**config.mk**
```make
export PLATFORM = sky130hd
export DESIGN_NAME = imm16_fetch_seq
export DESIGN_NICKNAME = d
export VERILOG_FILES = /design/src/rtl/imm16_fetch_seq.sv
export SDC_FILE = /design/constraint.sdc
export NUM_CORES = 1
export LEC_CHECK = 0
export BUFFER_PORTS_ARGS = -buffer_cell sky130_fd_sc_hd__buf_4
export CAP_MARGIN = 10
export CORE_UTILIZATION = 30
export CTS_CLUSTER_SIZE = 24
export DETAILED_ROUTE_END_ITERATION = 8
export GPL_TIMING_DRIVEN = 0
export REMOVE_ABC_BUFFERS = 1
export SYNTH_ARGS = -nofsm -noshare
export SYNTH_HDL_FRONTEND = slang
export SYNTH_SLANG_ARGS = --single-unit
```
**constraint.sdc**
```tcl
create_clock -name clk -period 4.1 [get_ports clk]
set_input_delay 0 -clock clk [delete_from_list [all_inputs] [get_ports clk]]
set_output_delay 0 -clock clk [all_outputs]
set_load 0.005 [all_outputs]
```
**src/rtl/imm16_fetch_seq.sv**
```systemverilog
// Fetches a 16-bit immediate (high byte at the lower address) and loads it via set_high/set_low/value.
// Latency: done four cycles after start with zero-wait memory, plus one cycle per memory wait cycle.
// Backpressure: holds rom_rd/rom_addr until rom_valid; start ignored while busy. Option macro: IMM16_TIMEOUT_EN.
module imm16_fetch_seq (
    input  logic        clk,
    input  logic        rst,
    input  logic        start,
    input  logic [15:0] pc_in,
    output logic        rom_rd,
    output logic [15:0] rom_addr,
    input  logic [7:0]  rom_data,
    input  logic        rom_valid,
    output logic        set_high,
    output logic        set_low,
    output logic [7:0]  value,
    output logic        busy,
    output logic        done,
    output logic [15:0] pc_next,
    output logic        err
);

    typedef enum logic [1:0] {IDLE, FETCH_HI, FETCH_LO, FINISH} state_t;

    state_t      state, state_nx;
    logic [15:0] pc, pc_nx;
    logic        rom_rd_nx, set_high_nx, set_low_nx, busy_nx, done_nx;
    logic [15:0] rom_addr_nx, pc_next_nx;
    logic [7:0]  value_nx;
    logic        in_fetch;
    logic        tmo_hit;

    assign in_fetch = (state == FETCH_HI) || (state == FETCH_LO);

`ifdef IMM16_TIMEOUT_EN
    localparam logic [3:0] TIMEOUT = 4'd15;

    logic [3:0] wcnt, wcnt_nx;
    logic       err_nx;

    // Counts consecutive wait cycles; any state change or accepted byte restarts it.
    assign wcnt_nx = (in_fetch && !rom_valid) ? wcnt + 4'd1 : 4'd0;
    assign tmo_hit = in_fetch && !rom_valid && (wcnt == TIMEOUT - 4'd1);
    assign err_nx  = tmo_hit;

    always_ff @(posedge clk) begin
        if (rst) begin
            wcnt <= 4'd0;
            err  <= 1'b0;
        end else begin
            wcnt <= wcnt_nx;
            err  <= err_nx;
        end
    end
`else
    assign tmo_hit = 1'b0;
    assign err     = 1'b0;
`endif

    always_comb begin
        state_nx    = state;
        pc_nx       = pc;
        rom_rd_nx   = 1'b0;
        rom_addr_nx = rom_addr;
        set_high_nx = 1'b0;
        set_low_nx  = 1'b0;
        value_nx    = value;
        busy_nx     = busy;
        done_nx     = 1'b0;
        pc_next_nx  = pc_next;

        case (state)
            IDLE: begin
                busy_nx = 1'b0;
                if (start) begin
                    pc_nx       = pc_in;
                    rom_rd_nx   = 1'b1;
                    rom_addr_nx = pc_in;
                    busy_nx     = 1'b1;
                    state_nx    = FETCH_HI;
                end
            end
            FETCH_HI: begin
                rom_rd_nx = 1'b1;
                if (rom_valid) begin
                    value_nx    = rom_data;
                    set_high_nx = 1'b1;
                    pc_nx       = pc + 16'd1;
                    rom_addr_nx = pc + 16'd1;
                    state_nx    = FETCH_LO;
                end else if (tmo_hit) begin
                    rom_rd_nx = 1'b0;
                    busy_nx   = 1'b0;
                    state_nx  = IDLE;
                end
            end
            FETCH_LO: begin
                rom_rd_nx = 1'b1;
                if (rom_valid) begin
                    value_nx   = rom_data;
                    set_low_nx = 1'b1;
                    rom_rd_nx  = 1'b0;
                    state_nx   = FINISH;
                end else if (tmo_hit) begin
                    rom_rd_nx = 1'b0;
                    busy_nx   = 1'b0;
                    state_nx  = IDLE;
                end
            end
            FINISH: begin
                // pc already points at the low byte, so +1 gives pc_in + 2.
                done_nx    = 1'b1;
                pc_next_nx = pc + 16'd1;
                busy_nx    = 1'b0;
                state_nx   = IDLE;
            end
            default: state_nx = IDLE;
        endcase
    end

    always_ff @(posedge clk) begin
        if (rst) begin
            state    <= IDLE;
            pc       <= 16'd0;
            rom_rd   <= 1'b0;
            rom_addr <= 16'd0;
            set_high <= 1'b0;
            set_low  <= 1'b0;
            value    <= 8'd0;
            busy     <= 1'b0;
            done     <= 1'b0;
            pc_next  <= 16'd0;
        end else begin
            state    <= state_nx;
            pc       <= pc_nx;
            rom_rd   <= rom_rd_nx;
            rom_addr <= rom_addr_nx;
            set_high <= set_high_nx;
            set_low  <= set_low_nx;
            value    <= value_nx;
            busy     <= busy_nx;
            done     <= done_nx;
            pc_next  <= pc_next_nx;
        end
    end

endmodule

```
==> results of run 1 <==
[metrics by stage]
stage	utilization, %	instances	hold WS (ns)	power [W]
after floorplan	-	256	0.0691	0.00119
after global placement	37.8	430	0.265	0.00154
after detailed placement	37.8	430	0.276	0.00156
after CTS	40.0	447	0.00589	0.00186
after global routing	40.2	448	0.0212	0.00200
final	40.2	448	0.0144	0.00184
[worst max-delay path, delay by kind of cell (launching register included)]
family | cells | cell delay [ns]
AOI/OAI and AO/OA | 2 | 0.53
adders and majority gates | 1 | 0.80
buffers and inverters | 1 | 0.08
DFF | 1 | 0.35
muxes | 1 | 0.30
and+or+nand+nor | 1 | 0.85
[cell families after synthesis]
| group | Yosys count | synth area share [%] |
|---|---|---|
| simple gates | 105 | 23.7 |
| fa+ha+maj | 5 | 2.63 |
| flops | 47 | 39.5 |
| buf+inv | 33 | 7.62 |
| other cells | 1 | 0.157 |
| compound gates | 73 | 20.3 |
| mux | 4 | 1.68 |
| xor+xnor | 12 | 4.41 |
[sequential cells by signal (all words and copies together) (netlist names)]
name	cells
pc	16
rom_rd	1
state	2
value	8
set_low	1
done	1
pc_next	16
set_high	1
busy	1
[how the worst max path moves through the flow]
stage / depth (start not counted) / startpoint / endpoint
floorplan: 6 / state[1] / pc[11]
global placement: 6 / state[1] / pc[6]
detailed placement: 6 / state[1] / pc[6]
CTS: 6 / state[1] / pc[6]
global route: 6 / state[1] / pc[11]
finish: 6 / state[1] / pc[6]
[cells in the mapped netlist (all sizes together) (2+ instances only)]
master and number:
nand3 15, a31oi 5, or2 2, a311oi 2, buf 8, dfxtp 47, nor2b 5, nand4 6
a21oi 19, a22oi 3, ha 5, or3 5, nor4 2, o21ai 12, xnor2 7, o2bb2ai 2
o31ai 2, nor3 4, mux2i 4, a211oi 17, nand2 22, nand2b 3, and4 7, and3 3
nor2 26, nand3b 2, clkbuf 16, inv 9, a32o 3, xor2 5
[area by class of cell]
type                       instances  area [sq um]  share of cell area [%]
multi-input combinational        200          1260                    40.7
sequential                        47           941                    30.4
timing repair buffer              82           646                    20.9
tap                              102           128                    4.13
clock buffer                       6          72.6                    2.35
inverter                           9          33.8                    1.09
clock inverter                     2          12.5                   0.405
[per-layer routing]
layer	up-vias	wire length (um)	track usage [%]
met2	74	3110	26.8
met4	0	106	5.69
met1	1051	2850	19.9
li1	1136	-	-
met5	-	0	0
met3	10	345	3.60
[report_power, final]
part           total [W]  internal [W]  switching (W)
Combinational   0.000822      0.000382       0.000440
Clock           0.000287      0.000120       0.000167
Sequential      0.000733      0.000583       0.000151
[placed cells by master, fill, tap and decap left out, types with 7 or more instances in the layout]
cell | synthesis | final
buf_4 | 2 | 72
dfxtp_1 | 47 | 47
nor2_1 | 26 | 26
nand2_1 | 22 | 22
a21oi_1 | 19 | 19
a211oi_1 | 17 | 17
nand3_1 | 15 | 15
o21ai_0 | 11 | 11
inv_1 | 9 | 9
dlygate4sd3_1 | 0 | 9
xnor2_1 | 7 | 7
==> qor.yml, run 1 <==
syn_area_sq_um: 2380
drt_wl_total_mm: 6.41
fin_crit_ns: 3.02
core.rowCount: 32
drtPass1Iterations: 6
start_util_pct: 31.0
drt.antenna.violating_nets: 0
path_class: "reg2reg"
grt_pass1_vias: 2196
finalInstanceArea_sq_um: 3090
cts.clk_slew.worst_paths_ns: 0.10
drc: 0
grt.total_usage_pct: 15.9
drtIter0Drc: 53
clk_path_buf_depth: 2
synth_warnings: 0
setup_tns_ns: 0
drv_slew: 0
numPortBuffers: 72
seq_area_frac_synth_pct: 39.5
fin_crit_sh_pct: 73.6
clock-root-buffer: "clkbuf_8"
synthFlopType: "dfxtp_1"
crit_arrival_ns: 3.22
max_stage_delay_ns: 0.85
syn_to_final_growth_pct: 29.8
grt_pass1_wl_mm: 10.6
fillers: 827
r2r_slack_ns: 1.08
tightest_slew_ns: 1.01
htree_levels: 2
yosysTopAreaCell: "dfxtp_1"
grt_setup_unrepaired: "no"
reg2reg_depth: 6
place_ws_ns: 1.08
antenna_found_initial: 0
grt_overflow: 0
hold_buffers: 9
syn_area_per_cell_sq_um: 8.51
syn_inst: 280
antenna_cells: 0
wl_per_cell_um: 14.3
powerDensity_nw_per_um2: 596
dp.final_hpwl_mm: 4.26
synthTopCellsByArea: "dfxtp_1 (39%), a211oi_1 (5.4%), nor2_1 (4.1%), a21oi_1 (4.0%), nand2_1 (3.5%)"
worst_slack_ns: 1.08
power.leakage_nw: 1.21
worstReg2RegEnd: "pc[6]"
min_delay_path_depth: 4
clk_latency_ns: 0.31
synthArstFlopShare_pct: 0
finalSetupViolCount: 0
vias: 2271
crit_path_top_delay_cell: "nor2b_1"
startpoint_type: "register"
placedInstanceArea_sq_um: 2900
design.core.area_sq_um: 7690
hold_class: "in2reg"
cts_resized: 0
status: "finished, final reports clean"
required_ns: 4.30
post_cts_buffers: 0
netlist.area_leader.share_pct: 39.5
cts_buffers: 5
synth.distinct_cells: 52
fmax_ghz: 0.331
skew_ns: 0.0118
crit_chain: "inv_1 > ha_1 > mux2i_1 > nor2b_1 > o21ai_0 > a32o_1"
path_max_fanout: 25
die_y_um: 91.1
globalplace.congestion: 0.785
grt_max_degree: 45
irDropWorstVdd_mv: 0.275
min_to: "pc[6]"
slew-limit-headroom_pct: 32.4
dieArea_sq_um: 8300
worstHoldStart: "pc_in[6]"
die_x_um: 91.1
num_io_pins: 74
maxCapViolations: 0
cts_tree: "yes"
hold_viol: 0
synth-edff-count: 0
nNetsFinal: 378
viasPerCell: 5.07
synth_seq_cells: 47
drive_above_1_share_pct: 25.7
clkSinkCount: 47
cp-end-kind: "register"
r2r_start: "state[1]"
(Power assumes the default switching activity.)
==> run 2, diff against run 1 <==
==> constraint.sdc (replaced) <==
create_clock -name clk -period 2.7 [get_ports clk]
set_input_delay 0 -clock clk [delete_from_list [all_inputs] [get_ports clk]]
set_output_delay 0 -clock clk [all_outputs]
set_load 0.005 [all_outputs]
==> run 2 against run 1 <==
Flip-flop and latch count unchanged. Worst setup slack worse by 0.78 ns. Register-to-register slack worse by 0.78 ns. Die area unchanged. Count of clock-buffer cells in the layout unchanged. Cell area up 0.16%. Clock skew about the same. Core utilization up 0.065 points.
==> qor.yml, run 2 (synthesis gave the netlist of run 1 again) <==
status: "finished, final reports clean"
antenna_cells: 0
top_regs: "pc x16, pc_next x16, value x8"
viasPerCell: 5.07
finalSetupViolCount: 0
fin_crit_ns: 2.40
grt_pass1_wl_mm: 10.7
highest_layer: "met4"
wl_met1_mm: 2.88
syn_to_final_growth_pct: 30.0
htree_levels: 2
core.rowCount: 32
tightest_slew_ns: 0.722
cp-end-kind: "register"
startpoint_type: "register"
numPortBuffers: 72
hold_class: "in2reg"
drc: 0
drt_wl_total_mm: 6.41
r2r_slack_ns: 0.30
dieArea_sq_um: 8300
skew_ns: 0.0113
clk_path_buf_depth: 2
slew-limit-headroom_pct: 51.8
grt.total_usage_pct: 15.9
placedInstanceArea_sq_um: 2900
drtIter0Drc: 54
power.leakage_nw: 1.21
die_x_um: 91.1
design.core.area_sq_um: 7690
cts_tree: "yes"
fin_total_pwr_w: 0.00280
wl_met2_mm: 3.10
powerDensity_nw_per_um2: 905
path_max_fanout: 25
start_util_pct: 31.0
wl_per_cell_um: 14.3
place_ws_ns: -0.316
final_cell_mix: "buf_4 (72), dfxtp_1 (47), nor2_1 (26)"
clk_latency_ns: 0.31
clkSinkCount: 47
fmax_ghz: 0.417
antenna_found_initial: 0
dp.final_hpwl_mm: 4.26
fillers: 828
finalInstanceArea_sq_um: 3100
die_y_um: 91.1
wl_met3_um: 325
grt_pass1_vias: 2199
maxCapViolations: 0
layout_commonest_cell: "buf_4"
nNetsFinal: 378
drt.antenna.violating_nets: 0
drtPass1Iterations: 6
required_ns: 2.90
grt_overflow: 0
fin_crit_sh_pct: 88.9
path_class: "reg2reg"
drive_above_1_share_pct: 26.3
globalplace.congestion: 0.785
num_io_pins: 74
grt_setup_unrepaired: "no"
grt_max_degree: 45
drv_slew: 0
vias: 2271
hold_viol: 0
clock-root-buffer: "clkbuf_8"
irDropWorstVdd_mv: 0.438
setup_tns_ns: 0
crit_arrival_ns: 2.60
worst_slack_ns: 0.300
cts_buffers: 5
cts.clk_slew.worst_paths_ns: 0.10
## run 2: area by class of cell
type	count	area, sq um	area share (%)
flip-flops and latches	47	941	30.4
well taps	102	128	4.12
clock inverters	2	12.5	0.404
inverters	9	33.8	1.09
multi-input cells	200	1260	40.8
clock buffers	6	72.6	2.34
repair buffers	82	646	20.8
## run 2: per-stage QoR
step | utilization (%) | hold slack [ns] | std cells
floorplan | - | 0.0691 | 256
global placement | 37.8 | 0.265 | 430
CTS | 40.1 | 0.00589 | 447
detailed placement | 37.8 | 0.276 | 430
global route | 40.3 | 0.0212 | 448
finish | 40.3 | 0.0157 | 448
## run 2: repair_timing
action / in CTS / in global routing
hold buffers: 9 / 0
setup endpoints to repair: 10 / 0
endpoints found under the hold margin: 9 / 0
setup buffers: 0 / 0
resized for setup: 2 / 0
## run 2: where the power goes
| group | leakage (nW) | switching, W | internal [W] |
|---|---|---|---|
| registers | 0.383 | 0.000229 | 0.000885 |
| logic | 0.790 | 0.000673 | 0.000584 |
| clock network | 0.0412 | 0.000252 | 0.000182 |
## run 2: critical path: stages (launching register included)
cell,delay [ns]
dfxtp_1,0.35
inv_1,0.08
ha_2,0.52
mux2i_1,0.44
nand2b_1,0.47
nor2_1,0.18
a32o_1,0.24
## run 2: final timing paths
kind / startpoint / end / depth (start not counted)
max reg2reg: state[1] / pc[6] / 6
min reg2reg: value[0] / value[0] / 2
min: pc_in[6] / pc[6] / 4
max: state[1] / pc[6] / 6
## run 2: per-layer routing
layer	track usage, %	vias up
met1	19.9	1054
met2	26.8	71
li1	-	1136
met3	3.60	10
met5	0	-
met4	5.69	0
==> run 3, diff against run 2 <==
--- a/config.mk
+++ b/config.mk
@@ -11,7 +11,6 @@
 export CTS_CLUSTER_SIZE = 24
 export DETAILED_ROUTE_END_ITERATION = 8
 export GPL_TIMING_DRIVEN = 0
-export REMOVE_ABC_BUFFERS = 1
 export SYNTH_ARGS = -nofsm -noshare
 export SYNTH_HDL_FRONTEND = slang
 export SYNTH_SLANG_ARGS = --single-unit
==> run 3 against run 2 <==
Register-to-register slack better by 0.14 ns. First-iteration DRC count rose to 2.7 times the previous value. Count of clock-buffer cells in the layout unchanged. Via count up 4.9%. Maximum frequency up 6.1%. Non-clock buffer count up 24. Clock power up 41%. Largest power group unchanged.
==> qor.yml, run 3 (synthesis gave the netlist of run 1 again) <==
grt_setup_unrepaired: "no"
finalSetupViolCount: 0
numPortBuffers: 71
path_depth: 8
grt_pass1_vias: 2338
start_util_pct: 31.0
globalplace.congestion: 0.806
pwr-share-seq_pct: 35.4
max_stage_delay_ns: 0.44
path_delay_family: "buffers and inverters"
tightest_slew_ns: 0.563
clock-root-buffer: "clkbuf_8"
nNetsFinal: 402
drv_slew: 0
die_x_um: 91.1
p_clk_share_pct: 19.8
viasPerCell: 5.05
status: "finished, final reports clean"
post_cts_buffers: 0
startpoint_type: "register"
clk_latency_ns: 0.30
vias: 2383
antenna_cells: 0
powerDensity_nw_per_um2: 942
min_delay_path_depth: 4
dieArea_sq_um: 8300
cts_resized: 0
critPathBufInv: 3
hold_class: "in2reg"
antenna_found_initial: 0
maxCapViolations: 0
drtIter0Drc: 144
slew-limit-headroom_pct: 62.5
drc: 0
power.leakage_nw: 1.31
crit_path_top_delay_cell: "mux2i_1"
num_io_pins: 74
grt_overflow: 0
fin_crit_ns: 2.26
drtPass1Iterations: 4
cts_tree: "yes"
skew_ns: 0.0107
path_class: "reg2reg"
hold_buffers: 11
required_ns: 2.90
irDropWorstVdd_mv: 0.442
drive_above_1_share_pct: 26.5
design.core.area_sq_um: 7690
fin_crit_sh_pct: 83.8
hold_viol: 0
wl_per_cell_um: 14.8
drt_wl_total_mm: 6.97
setup_tns_ns: 0
fin_total_pwr_w: 0.00310
dp.final_hpwl_mm: 5.15
reg2reg_depth: 8
fmax_ghz: 0.442
crit_arrival_ns: 2.46
grt.total_usage_pct: 17.4
p_sw_share_pct: 39.1
p_int_w: 0.00189
cp-end-kind: "register"
r2r_slack_ns: 0.44
clkSinkCount: 47
clk_path_buf_depth: 2
p_switching_w: 0.00121
crit_chain: "inv_1 > ha_1 > clkbuf_1 > mux2i_1 > nand2b_1 > buf_2 > nor2_1 > a32o_1"
grt_pass1_wl_mm: 11.4
cts_buffers: 5
final_cell_mix: "buf_4 (73), dfxtp_1 (47), nor2_1 (26)"
core.rowCount: 32
die_y_um: 91.1
path_max_fanout: 10
top_regs: "pc x16, pc_next x16, value x8"
grt_max_degree: 15
p_comb_share_pct: 44.9
syn_to_final_growth_pct: 37.9
drt.antenna.violating_nets: 0
syn_nets: 313
cts.clk_slew.worst_paths_ns: 0.09
layout_commonest_cell: "buf_4"
htree_levels: 2
==> run 3: cell types whose count changed in the layout (fill, tap and decap cells not counted), sizes merged <==
cell and delta:
clkinvlp -1, dlygate4sd3 +2, buf +6, bufinv +2, clkbuf +16, clkinv -1
==> run 3: path summary, 6_finish.rpt <==
kind,to,start
max,pc[6],state[1]
min,pc[7],pc_in[7]
max reg2reg,pc[6],state[1]
min reg2reg,value[1],value[1]
==> run 3: power by group through the flow <==
stage	sequential [W]	clock, W	combinational, W
floorplan	0.00108	0	0.000813
global route	0.00113	0.000656	0.00155
CTS	0.00109	0.000629	0.00139
finish	0.00109	0.000612	0.00139
detailed placement	0.00111	0	0.00138
global placement	0.00110	0	0.00135
==> run 3: routing by layer <==
metal  wire [um]  GRT usage (%)
met2        3170           27.8
met1        3260           22.8
met3         378           3.69
met5           0              0
met4         162           6.88
==> run 3: per-stage QoR <==
step           worst slack (ns)  util (%)  hold slack (ns)  std cells  area (sq um)
6_report                  0.437      42.7           0.0221        472          3290
5_1_grt                   0.232      42.7           0.0381        472          3290
4_1_cts                   0.418      42.7          0.00932        472          3290
3_5_place_dp              0.446      39.6            0.241        453          3040
3_3_place_gp              0.515      39.6            0.242        453          3040
2_1_floorplan             0.983         -            0.147        280          2380
==> run 3: worst min-delay path, cell delays in order <==
cell and delay, ns:
buf_4 0.08, nand2_1 0.04, o31ai_1 0.06, o2bb2ai_1 0.11
==> run 3: final cells by class <==
cell class / instances / area (sq um)
fillers: 812 / 4400
multi-input cells: 200 / 1260
flip-flops and latches: 47 / 941
repair buffers: 82 / 643
plain buffers: 24 / 148
well taps: 102 / 128
clock buffers: 6 / 72.6
clock inverters: 2 / 60.1
inverters: 9 / 33.8
